[src/rtl/sad_accumulator.sv]
// Multi-lane sum-of-absolute-differences engine, accumulated per BLOCK_LEN beats.
// Define SAD_SIGNED_EN to treat lane operands as two's-complement (default unsigned).
module sad_accumulator #(
    parameter int DATA_W    = 8,
    parameter int LANES     = 4,
    parameter int BLOCK_LEN = 16,
    localparam int SUM_W    = DATA_W + $clog2(LANES) + $clog2(BLOCK_LEN)
) (
    input  logic                    i_clk,
    input  logic                    i_rst,
    input  logic                    i_in_valid,
    output logic                    o_in_ready,
    input  logic [LANES*DATA_W-1:0] i_a_data,
    input  logic [LANES*DATA_W-1:0] i_b_data,
    output logic                    o_out_valid,
    input  logic                    i_out_ready,
    output logic [SUM_W-1:0]        o_out_sad
);
    localparam int S2_W  = DATA_W + $clog2(LANES);
    localparam int CNT_W = (BLOCK_LEN > 1) ? $clog2(BLOCK_LEN) : 1;
    localparam logic [CNT_W-1:0] CNT_MAX = CNT_W'(BLOCK_LEN - 1);

    logic                          w_stall, w_accept, w_last_in;
    logic [CNT_W-1:0]              r_cnt;
    logic [LANES-1:0][DATA_W-1:0]  w_diff, r_diff;
    logic [S2_W-1:0]               w_sum, r_s2_sum;
    logic [1:0]                    r_vld_pipe, r_last_pipe;
    logic                          r_first;
    logic [SUM_W-1:0]              r_acc, w_acc_next, r_out_sad;
    logic                          r_out_valid;

    // Only the output handshake can stall; everything upstream freezes together.
    assign w_stall     = r_out_valid && !i_out_ready;
    assign o_in_ready  = !w_stall;
    assign w_accept    = i_in_valid && !w_stall;
    assign w_last_in   = (r_cnt == CNT_MAX);
    assign o_out_valid = r_out_valid;
    assign o_out_sad   = r_out_sad;

    genvar g;
    generate
        for (g = 0; g < LANES; g++) begin : g_lane
            logic [DATA_W-1:0] w_a, w_b;
            logic              w_ge;
            assign w_a = i_a_data[g*DATA_W +: DATA_W];
            assign w_b = i_b_data[g*DATA_W +: DATA_W];
`ifdef SAD_SIGNED_EN
            assign w_ge = $signed(w_a) >= $signed(w_b);
`else
            assign w_ge = w_a >= w_b;
`endif
            // Modular DATA_W subtraction yields the exact magnitude in both modes.
            assign w_diff[g] = w_ge ? (w_a - w_b) : (w_b - w_a);
        end
    endgenerate

    always_comb begin
        w_sum = '0;
        for (int i = 0; i < LANES; i++)
            w_sum = w_sum + S2_W'(r_diff[i]);
    end

    assign w_acc_next = (r_first ? '0 : r_acc) + SUM_W'(r_s2_sum);

    always_ff @(posedge i_clk) begin
        if (i_rst) begin
            r_cnt       <= '0;
            r_diff      <= '0;
            r_s2_sum    <= '0;
            r_vld_pipe  <= '0;
            r_last_pipe <= '0;
            r_first     <= 1'b1;
            r_acc       <= '0;
            r_out_sad   <= '0;
            r_out_valid <= 1'b0;
        end else if (!w_stall) begin
            if (w_accept)
                r_cnt <= w_last_in ? '0 : r_cnt + 1'b1;
            r_diff         <= w_diff;
            r_vld_pipe[0]  <= w_accept;
            r_last_pipe[0] <= w_accept && w_last_in;
            r_s2_sum       <= w_sum;
            r_vld_pipe[1]  <= r_vld_pipe[0];
            r_last_pipe[1] <= r_last_pipe[0];
            if (r_vld_pipe[1]) begin
                r_acc   <= w_acc_next;
                r_first <= r_last_pipe[1];
                if (r_last_pipe[1])
                    r_out_sad <= w_acc_next;
            end
            // Not stalled means any held result is being consumed this cycle.
            r_out_valid <= r_vld_pipe[1] && r_last_pipe[1];
        end
    end
endmodule

[config.mk]
export PLATFORM = sky130hd
export DESIGN_NAME = sad_accumulator
export DESIGN_NICKNAME = d
export VERILOG_FILES = /design/src/rtl/sad_accumulator.sv
export SDC_FILE = /design/constraint.sdc
export NUM_CORES = 1
export LEC_CHECK = 0
export ABC_CLOCK_PERIOD_IN_PS = 3200
export BUFFER_PORTS_ARGS = -buffer_cell sky130_fd_sc_hd__buf_2
export CORE_MARGIN = 2
export CORE_UTILIZATION = 45
export DETAILED_ROUTE_END_ITERATION = 8
export PLACE_DENSITY = 0.72
export SKIP_CTS_REPAIR_TIMING = 1
export SLEW_MARGIN = 20
export SYNTH_ARGS = -nofsm -noshare
export SYNTH_HDL_FRONTEND = slang
export SYNTH_SLANG_ARGS = --single-unit
[constraint.sdc]
create_clock -name i_clk -period 3.2 [get_ports i_clk]
set_input_delay 0.48 -clock i_clk [delete_from_list [all_inputs] [get_ports i_clk]]
set_output_delay 0.48 -clock i_clk [all_outputs]
set_load 0.01 [all_outputs]
**After elaboration in Yosys (flattened, before gate mapping)**

Cells that the tools add are included.

- Flip-flop bits (word level): 80
- Logic and storage cells: 46
- Output and inout bits: 16
- Input port bits: 68

- Muxes and demuxes: 6
- Equal/unequal tests: 1
- Add/sub/neg operators: 13
- Reductions and logical operators: 9
- Bitwise gates (word level): 1
- $lt $le $gt $ge: 4

Operators by type and width:

| kind | number |
|---|---|
| 8-bit subtractor | 8 |
| 8-bit greater-or-equal comparator | 4 |
| 8-bit 2-to-1 mux | 4 |
| 14-bit by 10-bit adder with 14-bit output | 1 |
| 14-bit 2-to-1 mux | 1 |
| 10-bit by 8-bit adder with 10-bit output | 1 |
| 9-bit by 8-bit adder with 10-bit output | 1 |
| 8-bit by 8-bit adder with 9-bit output | 1 |
| 4-bit by 1-bit adder with 4-bit output, second input constant | 1 |
| 4-bit equality test, second input constant | 1 |
| 1-bit logical AND | 4 |
| 4-bit 2-to-1 mux | 1 |
| 2-bit AND reduction | 2 |
| 3-bit AND reduction | 1 |
| 1-bit logical NOT | 2 |
| 1-bit NOT | 1 |

**Longest topological paths before layout**

Gate-level depths: netlist (run 1).

- Word-level depth: 5
- Gate-level depth with buffers: 13
- Gate-level depth less buffers: 13

**Least setup slack after synthesis (run 1)**

Ideal clock, no wire load.

- Path type: reg2reg
- Start point: register r_diff[1] (netlist name)
- End point: register r_s2_sum[7]
- Library setup time: 0.106 ns
- Cell stages (with the launch flop): 14
- Clock period less this slack: 3.113 ns
- Required time: 3.094 ns
- Buffers on the path: 0
- Arrival time: 3.007 ns
- Setup slack: 0.087 ns
- Cells stage by stage: dfxtp_1 > inv_1 > fa_1 > inv_1 > fa_1 > ha_1 > inv_1 > fa_1 > nor2b_1 > o21ai_0 > a21boi_0 > o21ai_0 > a2111o_1 > o311ai_0

- Longest elaborated chain between the ends: 3

RTL lines:

| item | RTL line | RTL |
|---|---|---|
| start, declared | 25 | `logic [LANES-1:0][DATA_W-1:0] w_diff, r_diff;` |
| start signal, assigned | 79 | `r_diff <= w_diff;` |
| 8-bit by 8-bit adder with 9-bit output | 60 | `w_sum = w_sum + S2_W'(r_diff[i]);` |
| 9-bit by 8-bit adder with 10-bit output | 60 |  |
| 10-bit by 8-bit adder with 10-bit output | 60 |  |
| end signal, assigned | 82 | `r_s2_sum <= w_sum;` |
| end, declared | 26 | `logic [S2_W-1:0] w_sum, r_s2_sum;` |

No other way between the ends.
A chain may end at the register's enable or synchronous reset.

**Worst setup path after layout (run 1)**

- Start point: register r_diff[17] (netlist name)
- End point: register r_s2_sum[7]

- Longest elaborated chain between the ends: 2

RTL lines:

| item | RTL line |
|---|---|
| 9-bit by 8-bit adder with 10-bit output | 60 |
| 10-bit by 8-bit adder with 10-bit output | 60 |

No other way between the ends.

==> summary.txt, run 1 <==
Routing
  • Vias per Instance: 5.38
  • Via count: 6107
  • Initial DRC count: between 200 and 300
  • Routed len/inst: 13.0 µm
  • Routed Wire Length: 14.8 mm
  • First-pass DRT Iterations: 5
  • Drt drc: 0
  • ANT nets after route: 0

Clocking
  • Max Buffers Root-to-Sink: 2
  • Clock transition at path regs: around 70 ps
  • H-tree depth: 3
  • CTS Buf Count: 9
  • CTS tree: built
  • Clock sink count: 80
  • Clock Latency Late Sink: 340 ps
  • Root Buffer: clkbuf_16

Setup path
  • Crit-path max cell delay: 520 ps
  • Worst setup path category: reg -> reg
  • Worst R2R Start: r_diff[17]$_SDFFE_PP0N_
  • CP endpoint kind: register
  • Worst setup SP type: register
  • Top Family by Delay on Critical Path: adder cells
  • Critical Path, Cell by Cell: inv_2 -> fa_1 -> inv_1 -> fa_1 -> ha_2 -> inv_2 -> fa_2 -> nor2b_2 -> o21ai_1 -> a21boi_1 -> o21ai_1 -> a2111o_1 -> o311ai_1
  • Worst-path fanout max: 2
  • Crit path arrival time: 3270 ps
  • Critical Path RT: 3440 ps
  • Buf/Inv on CP: 3
  • Reg2Reg Setup Slack: 170 ps
  • R2R Path End: r_s2_sum[7]$_SDFFE_PP0N_
  • R2R cell count: 13
  • CP max stage cell: fa_1

Run
  • Max-cap violations: 0

Worst hold path
  • Hold Crit Endpoint: r_last_pipe[0]$_SDFFE_PP0N_
  • WHS Path Cells: 3
  • Min-delay src: i_in_valid
  • Hold Crit Class: in -> reg

Floorplan
  • Core Area: 0.0151 mm²
  • Top-Level Pins: 84
  • Starting Density: 45.6%
  • Die Area: 0.0163 mm²
  • Die Wd: 128 µm
  • Row cnt: 45
  • Die Height: 128 µm

Yosys
  • Sequential share of the synthesized area: 23.3%
  • Post-Syn Nets: 1049
  • Area leader, netlist: dfxtp_1
  • Post-Syn Area: 0.00688 mm²
  • Yosys warnings: 0
  • EDFF count, synth: 0
  • #FFs+latches synth: 80
  • Synth top area share: 23.3%
  • Mapped Cells: between 800 and 900
  • Synth unique cells: 63
  • Syn Area/Cell: 7.86 µm²
  • Top cells by area, synth: dfxtp_1, ha_1, fa_1
  • Asr flop ratio synth: 0%
  • Main synth FF type: dfxtp_1

Finish
  • Area growth from synthesis to layout: 14.2%
  • Nets: 1115
  • Filler cells: 1440
  • Fin util: 52.1%
  • Layout cells sized above 1: 14.5%
  • # diodes: 0
  • Leading cell types in the layout, fill and taps excluded: inv_1, a21oi_1, nand2_1
  • Multi-input logic area: about 0.0047 mm²
  • FF+latch area: ~0.0016 mm²
  • Final Instance Area: 0.00786 mm²
  • Commonest non-fill, non-tap cell in the layout: inv_1

Placed design
  • Detail Placement HPWL: approximately 11 mm
  • Gp weighted congestion: approximately 0.85
  • Dpl cell area: 0.00748 mm²
  • IO Port Bufs: 83

STA
  • Worst slew pin tran: 615 ps
  • Final count of negative-setup-slack endpoints: 0
  • Final number of hold-violating endpoints: 0
  • Setup_tns: 0 ps
  • Peak Freq: 330 MHz
  • Max-slew headroom: 58.9%
  • Final Skew: 10.8 ps
  • Final Max Tran Viols: 0
  • Final critical-path share of the clock period: 94.8%
  • RSZ-0062 raised after global routing: yes
  • Final worst path period need: ~3000 ps

GRT
  • Vias in the first global route: 5578
  • Met2 usage: a little under a third
  • Total Routing Usage GR: 18.5%
  • Met1 usage: around 24%
  • Largest net degree at the start of global routing: 77
  • First-pass GRT wire length: roughly 25 mm
  • Overflow left after global routing: 0
  • Routing usage on met3: 4.05%
  • Initial antenna violation count: 0
  • Most used routing layer in global routing: met2

Power and ir drop
  • Worst VDD drop: around 320 µV
  • Power consumption: 3.85 mW
  • Pwr/cell area: 490 mW/mm²
  • Leak Pwr: approximately 3.7 nW

Status
  • Outcome: complete, no violations
## state kept, by name, indices dropped and copies added, names as in the netlist
register / cells
o_out_sad: 14
o_out_valid: 1
r_acc: 14
r_cnt: 4
r_diff: 32
r_first: 1
r_last_pipe: 2
r_s2_sum: 10
r_vld_pipe: 2
## final cells by class
| type | count | share of cell area, % |
|---|---|---|
| clock buffer | 10 | 3.04 |
| clock inverter | 6 | 1.46 |
| inverter | 115 | 5.49 |
| multi-input combinational | 637 | 59.6 |
| sequential | 80 | 20.4 |
| tap | 188 | 2.99 |
| timing repair buffer | 99 | 6.97 |
## Yosys cell counts (5+ instances only)
master / instances
o31ai_1: 6
a2111oi_0: 5
mux2i_1: 15
nand2_1: 86
and3_1: 6
nand3b_1: 8
nor3_1: 13
ha_1: 80
a211oi_1: 15
o211ai_1: 8
inv_1: 114
clkbuf_1: 37
or3_1: 16
nand2b_1: 5
nor2_1: 41
o311ai_0: 10
nand4_1: 6
nor2b_1: 22
a31oi_1: 6
nand3_1: 34
and2_1: 6
xor2_1: 9
dfxtp_1: 80
a21o_1: 16
xnor2_1: 11
o21ai_0: 42
a21oi_1: 87
fa_1: 25
## worst max-delay path by stage
| stage | cells after the start | from | slack, ps | endpoint |
|---|---|---|---|---|
| after CTS | 13 | r_diff[1]$_SDFFE_PP0N_ | -90 | r_s2_sum[7]$_SDFFE_PP0N_ |
| after global routing | 13 | r_diff[17]$_SDFFE_PP0N_ | -2 | r_s2_sum[7]$_SDFFE_PP0N_ |
| after detailed placement | 13 | r_diff[1]$_SDFFE_PP0N_ | -90 | r_s2_sum[7]$_SDFFE_PP0N_ |
| after global placement | 13 | r_diff[1]$_SDFFE_PP0N_ | 7 | r_s2_sum[7]$_SDFFE_PP0N_ |
| final | 13 | r_diff[17]$_SDFFE_PP0N_ | 170 | r_s2_sum[7]$_SDFFE_PP0N_ |
| after floorplan | 13 | r_diff[1]$_SDFFE_PP0N_ | 90 | r_s2_sum[7]$_SDFFE_PP0N_ |
## logic make-up (layout without fill, tap and decap cells)
| group | Yosys count | count (layout) | share of synthesized area (%) |
|---|---|---|---|
| adder cells (fa/ha/maj) | 105 | 105 | 21.8 |
| buffers and inverters | 159 | 230 | 8.83 |
| XOR/XNOR | 20 | 20 | 2.55 |
| AND/OR/NAND/NOR | 257 | 257 | 18.3 |
| multiplexers | 17 | 17 | 2.51 |
| AO/OA/AOI/OAI | 238 | 238 | 22.7 |
| flip-flops | 80 | 80 | 23.3 |
## layer usage
| metal | part of all wire [%] | wire length [µm] |
|---|---|---|
| met2 | 48 | 7040 |
| met1 | 47 | 6900 |
| met4 | 1.2 | 170 |
| met3 | 4.4 | 648 |
| met5 | 0 | 0 |
## worst min-delay path, cell delays in order
cell     delay, ps
buf_2          130
nand3_1         70
a21oi_1         60
## report_power, final
group          internal (mW)  total [mW]  switching, mW
clock network          0.787        1.19          0.408
logic                  0.657        1.48          0.822
registers               1.12        1.18         0.0658
total                   2.56        3.85           1.30
## through the flow
stage | instances | setup slack [ps] | hold WS, ps
2_1_floorplan | 876 | 86.7 | 432
3_3_place_gp | 1117 | 7.49 | 439
3_5_place_dp | 1117 | -89.6 | 443
4_1_cts | 1133 | -93.3 | 421
5_1_grt | 1135 | -1.74 | 425
6_report | 1135 | 167 | 435
Note: power is estimated with default switching activity, not from simulation.
==> run 2: changes to the inputs <==
--- a/config.mk
+++ b/config.mk
@@ -6,11 +6,11 @@
 export NUM_CORES = 1
 export LEC_CHECK = 0
 export ABC_CLOCK_PERIOD_IN_PS = 3200
-export BUFFER_PORTS_ARGS = -buffer_cell sky130_fd_sc_hd__buf_2
 export CORE_MARGIN = 2
 export CORE_UTILIZATION = 45
 export DETAILED_ROUTE_END_ITERATION = 8
-export PLACE_DENSITY = 0.72
+export DONT_BUFFER_PORTS = 1
+export PLACE_DENSITY = 0.67
 export SKIP_CTS_REPAIR_TIMING = 1
 export SLEW_MARGIN = 20
 export SYNTH_ARGS = -nofsm -noshare
==> run 2 against run 1 <==
Against the previous run:
- sequential share of layout area grew 1.5 points
- fmax shrank 0.39%
- cell count shrank 7.8%
- critical path depth is the same
- clock skew shrank 3.8 ps
- worst setup slack lost 12 ps
- highest routed layer unchanged
==> summary.txt, run 2 (same netlist as run 1, synthesis figures left out) <==
Status
  • Outcome: complete, no violations

Clocking
  • CTS tree: built
  • Clock transition at path regs: 60 ps
  • H-tree depth: 3
  • Max Buffers Root-to-Sink: 2
  • CTS Buf Count: 9
  • Clock sink count: 80
  • Root Buffer: clkbuf_16
  • Clock Latency Late Sink: 340 ps

STA
  • Final critical-path share of the clock period: 95.1%
  • Worst setup margin: ~160 ps
  • Final count of negative-setup-slack endpoints: 0
  • Final Max Tran Viols: 0
  • Final Skew: about 7.0 ps
  • Max-slew headroom: 50.5%
  • Peak Freq: 328 MHz
  • Final worst path period need: just over 3000 ps
  • RSZ-0062 raised after global routing: no
  • Final number of hold-violating endpoints: 0
  • Worst slew pin tran: between 700 and 800 ps

Setup path
  • CP endpoint kind: register
  • Worst-path fanout max: 2
  • R2R Path End: r_s2_sum[7]$_SDFFE_PP0N_
  • Critical Path RT: 3440 ps
  • R2R cell count: 13
  • Crit path arrival time: approximately 3300 ps
  • Worst setup path category: reg -> reg
  • Worst setup SP type: register
  • Worst R2R Start: r_diff[1]$_SDFFE_PP0N_
  • Reg2Reg Setup Slack: 160 ps

Finish
  • Largest register FFs: 32
  • Filler cells: 1517
  • # diodes: 0
  • Layout cells sized above 1: under 10%
  • Top reg by flops: r_diff
  • Area growth from synthesis to layout: 6.47%
  • Commonest non-fill, non-tap cell in the layout: inv_1
  • Nets: 1026
  • Non-filler cells in the finished layout: 1046
  • Leading cell types in the layout, fill and taps excluded: inv_1, a21oi_1, nand2_1

GRT
  • Total Routing Usage GR: 18.3%
  • Largest net degree at the start of global routing: between 70 and 80
  • Overflow left after global routing: 0
  • First-pass GRT wire length: 24.8 mm
  • Vias in the first global route: about 5400
  • Initial antenna violation count: 0

Power and ir drop
  • Leak Pwr: 3.32 nW
  • Worst VDD drop: 293 µV
  • Pwr/cell area: 491 mW/mm²

Routing
  • Via count: between 5000 and 6000
  • Initial DRC count: 246
  • Routed len/inst: between 10 and 15 µm
  • Routed Wire Length: about 15 mm
  • ANT nets after route: 0
  • First-pass DRT Iterations: 6
  • Drt drc: 0
  • Vias per Instance: 5.48

Floorplan
  • Die Wd: 128 µm
  • Die Height: between 100 and 150 µm
  • Core Area: 0.0151 mm²
  • Starting Density: 45.6%
  • Top-Level Pins: 84
  • Die Area: 0.0163 mm²
  • Row cnt: 45

Placed design
  • Detail Placement HPWL: 10.9 mm
  • Pre-CTS WS: -52.7 ps
  • Placed Cells: 1030
  • IO Port Bufs: 0
  • Gp weighted congestion: 0.833

Run
  • Max-cap violations: 0

Worst hold path
  • Min-delay src: i_rst
  • Hold Crit Class: in -> reg
  • WHS Path Cells: 1
  • Hold Crit Endpoint: r_acc[10]$_SDFFE_PP0P_
-- run 2: changes by cell type in the layout (fill, tap and decap cells not counted), moves of 2 or more --
cell / change
buf_2: -83
buf_4: -5
clkinvlp_4: +3
bufinv_16: -2
inv_1: +2
inv_2: -2
-- run 2: worst max path at each step --
| stage | from | endpoint | slack (ps) | cells past startpoint |
|---|---|---|---|---|
| finish | r_diff[1]$_SDFFE_PP0N_ | r_s2_sum[7]$_SDFFE_PP0N_ | 160 | 13 |
| global route | r_diff[1]$_SDFFE_PP0N_ | r_s2_sum[7]$_SDFFE_PP0N_ | 9 | 13 |
| CTS | r_diff[1]$_SDFFE_PP0N_ | r_s2_sum[7]$_SDFFE_PP0N_ | -60 | 13 |
| detailed placement | r_diff[1]$_SDFFE_PP0N_ | r_s2_sum[7]$_SDFFE_PP0N_ | -50 | 13 |
| global placement | r_diff[1]$_SDFFE_PP0N_ | r_s2_sum[7]$_SDFFE_PP0N_ | 6 | 13 |
| floorplan | r_diff[1]$_SDFFE_PP0N_ | r_s2_sum[7]$_SDFFE_PP0N_ | 90 | 13 |
-- run 2: per-stage QoR --
stage	power, mW	util [%]	instance area, µm²	TNS [ps]	hold WS (ps)
5_1_grt	3.91	48.6	7330	0	187
4_1_cts	3.63	48.5	7320	-60.8	199
3_5_place_dp	2.58	46.6	7020	-52.7	438
3_3_place_gp	2.56	46.6	7020	0	434
6_report	3.60	48.6	7330	0	215
2_1_floorplan	2.30	-	6880	0	432
-- run 2: cell type report --
type | instances | area, µm² | area share (%)
Clock buffer | 10 | 229 | 3.12
Clock inverter | 6 | 68.8 | 0.939
Inverter | 115 | 432 | 5.89
Multi-Input combinational cell | 637 | 4690 | 63.9
Sequential cell | 80 | 1600 | 21.9
Tap cell | 188 | 235 | 3.21
Timing Repair Buffer | 10 | 75.1 | 1.02
-- run 2: routing by layer --
layer	wire, µm	share of wire [%]	track usage (%)
met4	119	0.82	3.56
met3	572	3.9	3.88
met5	0	0	0
met2	6960	48	31.5
met1	6870	47	23.9
-- run 2: power by group --
group | switching [mW] | internal [mW]
clock | 0.413 | 0.606
sequential | 0.0625 | 1.11
combinational | 0.780 | 0.623
-- run 2: critical path, cell delays in order, from the launching register on --
cell and delay (ps):
dfxtp_2 320, inv_1 50, fa_1 520, inv_1 50, fa_1 500, ha_2 180, inv_1 50, fa_2 330
nor2b_1 150, o21ai_1 80, a21boi_1 170, o21ai_1 110, a2111o_1 370, o311ai_1 70
